File: config.mk
export PLATFORM = sky130hd
export DESIGN_NAME = lsu_align_flat
export DESIGN_NICKNAME = d
export VERILOG_FILES = /design/src/rtl/lsu_pkg.sv /design/src/rtl/lsu_align_if.sv /design/src/rtl/lsu_rdalign.sv /design/src/rtl/lsu_align.sv /design/src/flat_wrapper.sv
export SDC_FILE = /design/constraint.sdc
export NUM_CORES = 1
export LEC_CHECK = 0
export CORE_MARGIN = 5
export CORE_UTILIZATION = 36
export CTS_BUF_LIST = sky130_fd_sc_hd__clkbuf_8
export CTS_CLUSTER_DIAMETER = 120
export DETAILED_ROUTE_END_ITERATION = 12
export HOLD_SLACK_MARGIN = 0.08
export PLACE_DENSITY = 0.59
export SETUP_SLACK_MARGIN = 0.05
export SLEW_MARGIN = 20
export SYNTH_ARGS = -nofsm -noshare
export SYNTH_HDL_FRONTEND = slang
export SYNTH_HIERARCHICAL = 1
export SYNTH_SLANG_ARGS = --single-unit
File: constraint.sdc
create_clock -name clk -period 3.32 [get_ports clk]
set_input_delay 0.664 -clock clk [delete_from_list [all_inputs] [get_ports clk]]
set_output_delay 0.664 -clock clk [all_outputs]
set_load 0.005 [all_outputs]
File: src/rtl/lsu_pkg.sv
// Shared definitions for the load/store alignment unit: funct3 codes, FSM states,
// access-size helpers and the default top-of-memory line index.
package lsu_pkg;

    localparam logic [2:0] F3_B  = 3'b000;
    localparam logic [2:0] F3_H  = 3'b001;
    localparam logic [2:0] F3_W  = 3'b010;
    localparam logic [2:0] F3_BU = 3'b100;
    localparam logic [2:0] F3_HU = 3'b101;

    localparam int unsigned LSU_MEMTOP_DEFAULT = 32'd4095;

    typedef enum logic [1:0] {
        S_IDLE  = 2'b00,
        S_BEAT0 = 2'b01,
        S_BEAT1 = 2'b10,
        S_RESP  = 2'b11
    } lsu_state_e;

    // Byte-lane mask of an access at offset 0; zero for codes with no size.
    function automatic logic [3:0] size_mask(input logic [2:0] f3);
        logic [3:0] m;
        case (f3)
            F3_B, F3_BU: m = 4'b0001;
            F3_H, F3_HU: m = 4'b0011;
            F3_W:        m = 4'b1111;
            default:     m = 4'b0000;
        endcase
        return m;
    endfunction

    function automatic logic f3_legal(input logic we, input logic [2:0] f3);
        logic ok;
        case (f3)
            F3_B, F3_H, F3_W: ok = 1'b1;
            F3_BU, F3_HU:     ok = ~we;
            default:          ok = 1'b0;
        endcase
        return ok;
    endfunction

endpackage

File: src/rtl/lsu_align_if.sv
// CPU-side request/response bundle of the load/store unit.
interface lsu_align_if;
    import lsu_pkg::*;

    logic        req_valid;
    logic        req_ready;
    logic        req_we;
    logic [2:0]  req_funct3;
    logic [31:0] req_addr;
    logic [31:0] req_wdata;
    logic        rsp_valid;
    logic [31:0] rsp_rdata;
    logic        rsp_err;

    modport master (
        output req_valid, req_we, req_funct3, req_addr, req_wdata,
        input  req_ready, rsp_valid, rsp_rdata, rsp_err
    );

    modport slave (
        input  req_valid, req_we, req_funct3, req_addr, req_wdata,
        output req_ready, rsp_valid, rsp_rdata, rsp_err
    );

endinterface

File: src/rtl/lsu_rdalign.sv
// Load data assembly: shifts the two-line window down to the access offset and
// sign- or zero-extends according to funct3.
module lsu_rdalign
    import lsu_pkg::*;
(
    input  logic [31:0] hi,
    input  logic [31:0] lo,
    input  logic [1:0]  off,
    input  logic [2:0]  funct3,
    output logic [31:0] rdata
);

    logic [31:0] win_s;

    // Select and extend the addressed bytes.
    always_comb begin
        win_s = 32'({hi, lo} >> {off, 3'b000});
        case (funct3)
            F3_B:    rdata = {{24{win_s[7]}}, win_s[7:0]};
            F3_H:    rdata = {{16{win_s[15]}}, win_s[15:0]};
            F3_W:    rdata = win_s;
            F3_BU:   rdata = {24'h000000, win_s[7:0]};
            F3_HU:   rdata = {16'h0000, win_s[15:0]};
            default: rdata = 32'h0000_0000;
        endcase
    end

endmodule

File: src/rtl/lsu_align.sv
// Load/store unit between the execute stage and dmem: one access per handshake,
// split into two dmem beats when it straddles a 4-byte line.
module lsu_align
    import lsu_pkg::*;
#(
    parameter int unsigned MEMTOP = LSU_MEMTOP_DEFAULT
)(
    input  logic        clk,
    input  logic        rst_n,
    lsu_align_if.slave  bus,
    output logic [31:0] daddr,
    output logic [31:0] dwdata,
    output logic [3:0]  dwe,
    input  logic [31:0] drdata
);

    localparam logic [31:0] MEMTOP_W = MEMTOP;

    lsu_state_e  state_r, state_nx_s;
    logic        we_r;
    logic [2:0]  f3_r;
    logic [29:0] line_r;
    logic [1:0]  off_r;
    logic [31:0] wdata_r;
    logic [3:0]  mhi_r;
    logic [31:0] lo_r;

    logic        hs_s;
    logic [29:0] req_line_s;
    logic [1:0]  req_off_s;
    logic [7:0]  req_m_s;
    logic        req_cross_s;
    logic        req_err_s;

    logic [31:0] al_hi_s, al_lo_s, align_s;
    logic [31:0] daddr_nx_s, dwdata_nx_s, rsp_rdata_nx_s;
    logic [3:0]  dwe_nx_s;
    logic        rsp_valid_nx_s, rsp_err_nx_s;

    logic [31:0] daddr_r, dwdata_r, rsp_rdata_r;
    logic [3:0]  dwe_r;
    logic        rsp_valid_r, rsp_err_r;

    assign bus.req_ready = (state_r == S_IDLE);
    assign bus.rsp_valid = rsp_valid_r;
    assign bus.rsp_rdata = rsp_rdata_r;
    assign bus.rsp_err   = rsp_err_r;
    assign daddr         = daddr_r;
    assign dwdata        = dwdata_r;
    assign dwe           = dwe_r;

    // Decode the incoming request; a crossing access also needs line+1 in range.
    always_comb begin
        hs_s        = bus.req_valid & (state_r == S_IDLE);
        req_line_s  = bus.req_addr[31:2];
        req_off_s   = bus.req_addr[1:0];
        req_m_s     = {4'b0000, size_mask(bus.req_funct3)} << req_off_s;
        req_cross_s = |req_m_s[7:4];
        req_err_s   = ~f3_legal(bus.req_we, bus.req_funct3)
                    | ({2'b00, req_line_s} > MEMTOP_W)
                    | (req_cross_s & ({2'b00, req_line_s} == MEMTOP_W));
    end

    // Load window: the second beat pairs the live word with the first beat's capture.
    always_comb begin
        if (state_r == S_BEAT1) begin
            al_hi_s = drdata;
            al_lo_s = lo_r;
        end else begin
            al_hi_s = 32'h0000_0000;
            al_lo_s = drdata;
        end
    end

    lsu_rdalign u_rdalign (
        .hi     (al_hi_s),
        .lo     (al_lo_s),
        .off    (off_r),
        .funct3 (f3_r),
        .rdata  (align_s)
    );

    // Next state and the values the output registers take on the coming edge.
    always_comb begin
        state_nx_s     = state_r;
        daddr_nx_s     = 32'h0000_0000;
        dwe_nx_s       = 4'b0000;
        dwdata_nx_s    = 32'h0000_0000;
        rsp_valid_nx_s = 1'b0;
        rsp_err_nx_s   = 1'b0;
        rsp_rdata_nx_s = 32'h0000_0000;
        case (state_r)
            S_IDLE: begin
                if (hs_s && req_err_s) begin
                    state_nx_s     = S_RESP;
                    rsp_valid_nx_s = 1'b1;
                    rsp_err_nx_s   = 1'b1;
                end else if (hs_s) begin
                    state_nx_s = S_BEAT0;
                    daddr_nx_s = {req_line_s, 2'b00};
                    if (bus.req_we) begin
                        dwe_nx_s    = req_m_s[3:0];
                        dwdata_nx_s = bus.req_wdata << {req_off_s, 3'b000};
                    end else begin
                        dwe_nx_s    = 4'b0000;
                        dwdata_nx_s = 32'h0000_0000;
                    end
                end else begin
                    state_nx_s = S_IDLE;
                end
            end
            S_BEAT0: begin
                if (|mhi_r) begin
                    state_nx_s = S_BEAT1;
                    daddr_nx_s = {line_r + 30'd1, 2'b00};
                    if (we_r) begin
                        dwe_nx_s    = mhi_r;
                        dwdata_nx_s = wdata_r >> (6'd32 - {1'b0, off_r, 3'b000});
                    end else begin
                        dwe_nx_s    = 4'b0000;
                        dwdata_nx_s = 32'h0000_0000;
                    end
                end else begin
                    state_nx_s     = S_RESP;
                    rsp_valid_nx_s = 1'b1;
                    rsp_rdata_nx_s = we_r ? 32'h0000_0000 : align_s;
                end
            end
            S_BEAT1: begin
                state_nx_s     = S_RESP;
                rsp_valid_nx_s = 1'b1;
                rsp_rdata_nx_s = we_r ? 32'h0000_0000 : align_s;
            end
            S_RESP: begin
                state_nx_s = S_IDLE;
            end
            default: begin
                state_nx_s = S_IDLE;
            end
        endcase
    end

    // State register.
    always_ff @(posedge clk or negedge rst_n) begin
        if (!rst_n) begin
            state_r <= S_IDLE;
        end else begin
            state_r <= state_nx_s;
        end
    end

    // Registered dmem drive and response; reset clears them immediately.
    always_ff @(posedge clk or negedge rst_n) begin
        if (!rst_n) begin
            daddr_r     <= 32'h0000_0000;
            dwe_r       <= 4'b0000;
            dwdata_r    <= 32'h0000_0000;
            rsp_valid_r <= 1'b0;
            rsp_err_r   <= 1'b0;
            rsp_rdata_r <= 32'h0000_0000;
        end else begin
            daddr_r     <= daddr_nx_s;
            dwe_r       <= dwe_nx_s;
            dwdata_r    <= dwdata_nx_s;
            rsp_valid_r <= rsp_valid_nx_s;
            rsp_err_r   <= rsp_err_nx_s;
            rsp_rdata_r <= rsp_rdata_nx_s;
        end
    end

    // Request latch at handshake and first-beat read capture.
    always_ff @(posedge clk or negedge rst_n) begin
        if (!rst_n) begin
            we_r    <= 1'b0;
            f3_r    <= 3'b000;
            line_r  <= 30'd0;
            off_r   <= 2'b00;
            wdata_r <= 32'h0000_0000;
            mhi_r   <= 4'b0000;
            lo_r    <= 32'h0000_0000;
        end else begin
            if (hs_s) begin
                we_r    <= bus.req_we;
                f3_r    <= bus.req_funct3;
                line_r  <= req_line_s;
                off_r   <= req_off_s;
                wdata_r <= bus.req_wdata;
                mhi_r   <= req_m_s[7:4];
            end
            if (state_r == S_BEAT0) begin
                lo_r <= drdata;
            end
        end
    end

endmodule

File: src/flat_wrapper.sv
// flat-port wrapper written by rule: the top's interface ports become plain ports
module lsu_align_flat import lsu_pkg::*;
#(
    parameter int unsigned MEMTOP = LSU_MEMTOP_DEFAULT
)
  (clk, rst_n, daddr, dwdata, dwe, drdata, bus_req_valid, bus_req_we, bus_req_funct3, bus_req_addr, bus_req_wdata, bus_req_ready, bus_rsp_valid, bus_rsp_rdata, bus_rsp_err);
  lsu_align_if bus_i ();
  input  logic clk;
  input  logic rst_n;
  output logic [31:0] daddr;
  output logic [31:0] dwdata;
  output logic [3:0] dwe;
  input  logic [31:0] drdata;
  input wire logic [$bits(bus_i.req_valid)-1:0] bus_req_valid;
  input wire logic [$bits(bus_i.req_we)-1:0] bus_req_we;
  input wire logic [$bits(bus_i.req_funct3)-1:0] bus_req_funct3;
  input wire logic [$bits(bus_i.req_addr)-1:0] bus_req_addr;
  input wire logic [$bits(bus_i.req_wdata)-1:0] bus_req_wdata;
  output wire logic [$bits(bus_i.req_ready)-1:0] bus_req_ready;
  output wire logic [$bits(bus_i.rsp_valid)-1:0] bus_rsp_valid;
  output wire logic [$bits(bus_i.rsp_rdata)-1:0] bus_rsp_rdata;
  output wire logic [$bits(bus_i.rsp_err)-1:0] bus_rsp_err;
  assign bus_i.req_valid = bus_req_valid;
  assign bus_i.req_we = bus_req_we;
  assign bus_i.req_funct3 = bus_req_funct3;
  assign bus_i.req_addr = bus_req_addr;
  assign bus_i.req_wdata = bus_req_wdata;
  assign bus_req_ready = bus_i.req_ready;
  assign bus_rsp_valid = bus_i.rsp_valid;
  assign bus_rsp_rdata = bus_i.rsp_rdata;
  assign bus_rsp_err = bus_i.rsp_err;
  lsu_align #(.MEMTOP(MEMTOP)) u_core (.clk(clk), .rst_n(rst_n), .bus(bus_i), .daddr(daddr), .dwdata(dwdata), .dwe(dwe), .drdata(drdata));
endmodule
==> run metrics <==
status=completed; Peak VDD IR=289 uV; Fin. Hold Viols=0; die area=33400 um2; Comb pwr share=43.9%; most frequent cells in the layout=dfrtp_1, clkdlybuf4s50_1, mux2_2, nand2_1, and2_1; Max Cap Viol=0; CTS tree=done; R2R cell count=7; GRT Overall Usage=17.9%; Final HPWL DP=21.5 mm; Slowest-stage cell, CP=ha_2; Initial Util=36.4%; Ports=206; final setup violation count=0; drt first pass iters=5; Synth Warn #=6; Post-CTS Setup Bufs=0; Longest Clk Path Bufs=3; via count=8072; Setup CP Type=reg -> reg; CP startpoint kind=flip-flop; RSZ-0062 raised after global routing=no; gpl congestion=0.830; H-tree level count=2; CTS Hold Bufs=0; Inserted Clock Buffers=37; Reg power frac=35.1%; Die W=183 um; core footprint=29600 um2; Buffers on Ports=203; fin crit share=82.0%; Std-Cell Rows=63; worst path arrival time=3130 ps; share of layout cells above drive strength 1=22.1%; post-cts sizing count=0; Psw=4.08 mW; worst path bufs/invs=1; Final TNS setup=0 ps; Storage cell area=5130 um2; largest net degree at the start of global routing=80; Final nets=1240; Final min period=2720 ps; critical path capture point type=flip-flop; WL/cell=19.7 um; Skew-Pair Late Insertion Delay=520 ps; Post-Synthesis Cells=925; Cell Chain, Critical Path=inv_1, ha_2, mux2_2, mux4_2, nand3b_1, o21ai_0, and2_1; root buffer cell=clkbuf_8; area grow syn2layout=30.3%; DR DRC count=0; HP Class=in -> async; CP Depth=7; CP peak stage delay=530 ps; pre-CTS WS=374 ps; Highest Clock Rate=367 MHz; commonest non-fill, non-tap cell in the layout=dfrtp_1; Antenna Violating Nets Remaining=0; sw frac=35.8%; Least-Margin Pin Slew=788 ps; Mean Syn Cell Area=11.6 um2; CTS Sinks=205; Int Pwr=7.33 mW; Reg clk slew, reported paths=60 ps; Worst Clk Skew=18.4 ps; Clock power frac=21.0%; Required @ worst endpoint=3730 ps; P_leak=5.94 nW; mapped cell area=10800 um2; final WL=30.6 mm; Multi-input gate area=5230 um2; CP top delay family=multiplexers; initial drt markers=450; total gr overflow=0; worst relative slew slack=47.3%; Slew Viols, Final=0; Avg Vias per Cell=5.20; fillers=2728; global-route wire length before repair=47.5 mm; vias in the first global route=8252; final core occ=47.4%; Pwr Density=814 nW/um2; post-route setup slack=598 ps; Die Y=183 um; crit path max fanout=27; initial antenna violation count=3
registers in the layout, indices dropped and copies added, names as in the netlist:
signal,flops
u_core/bus.rsp_err,1
u_core/bus.rsp_rdata,32
u_core/bus.rsp_valid,1
u_core/daddr,30
u_core/dwdata,32
u_core/dwe,4
u_core/f3_r,3
u_core/line_r,30
u_core/lo_r,32
u_core/mhi_r,3
u_core/off_r,2
u_core/state_r,2
u_core/wdata_r,32
u_core/we_r,1
final timing paths:
kind                              startpoint                  endpoint  slack, ps
setup reg to reg           u_core/state_r[0]  u_core/bus.rsp_rdata[15]        600
max in group asynchronous              rst_n         u_core/dwdata[18]       2340
hold / removal                         rst_n           u_core/lo_r[22]        180
hold reg to reg              u_core/lo_r[13]           u_core/lo_r[13]        500
min in group clk             bus_req_addr[0]           u_core/mhi_r[2]        480
setup / recovery           u_core/state_r[0]  u_core/bus.rsp_rdata[15]        600
through the flow:
| step | area, um2 | hold WS [ps] | instances | power [mW] |
|---|---|---|---|---|
| floorplan | 10800 | 368 | 926 | 7.41 |
| global placement | 13300 | 483 | 1482 | 8.98 |
| detailed placement | 13300 | 490 | 1482 | 9.04 |
| CTS | 14000 | 211 | 1549 | 11.5 |
| global route | 14000 | 222 | 1551 | 12.2 |
| finish | 14000 | 182 | 1551 | 11.4 |
worst reg2reg max path, stage by stage, from the launching register on:
cell and delay (ps):
dfrtp_1 410, inv_1 90, ha_2 530, mux2_2 450
mux4_2 510, nand3b_1 250, o21ai_0 180, and2_1 180
area by class of cell:
class	count	share of cell area (%)
multi-input combinational	627	37.3
inverter	28	0.750
timing repair buffer	232	16.4
antenna	2	0.0357
clock inverter	18	0.607
sequential	205	36.6
clock buffer	49	4.81
tap	390	3.48
routing by layer:
metal,track usage [%],routed length [um],vias to the layer above
li1,-,-,3788
met1,24.6,13700,4016
met2,28.5,14300,221
met3,4.62,1910,45
met4,4.74,585,2
met5,0,13,-
power by group through the flow:
stage	combinational (mW)	clock [mW]	sequential, mW
2_1_floorplan	3.58	0	3.83
4_1_cts	5.04	2.47	3.99
6_report	5.01	2.40	4.00
3_3_place_gp	4.98	0	4.00
3_5_place_dp	5.01	0	4.03
5_1_grt	5.49	2.59	4.10
(Power assumes the default switching activity.)
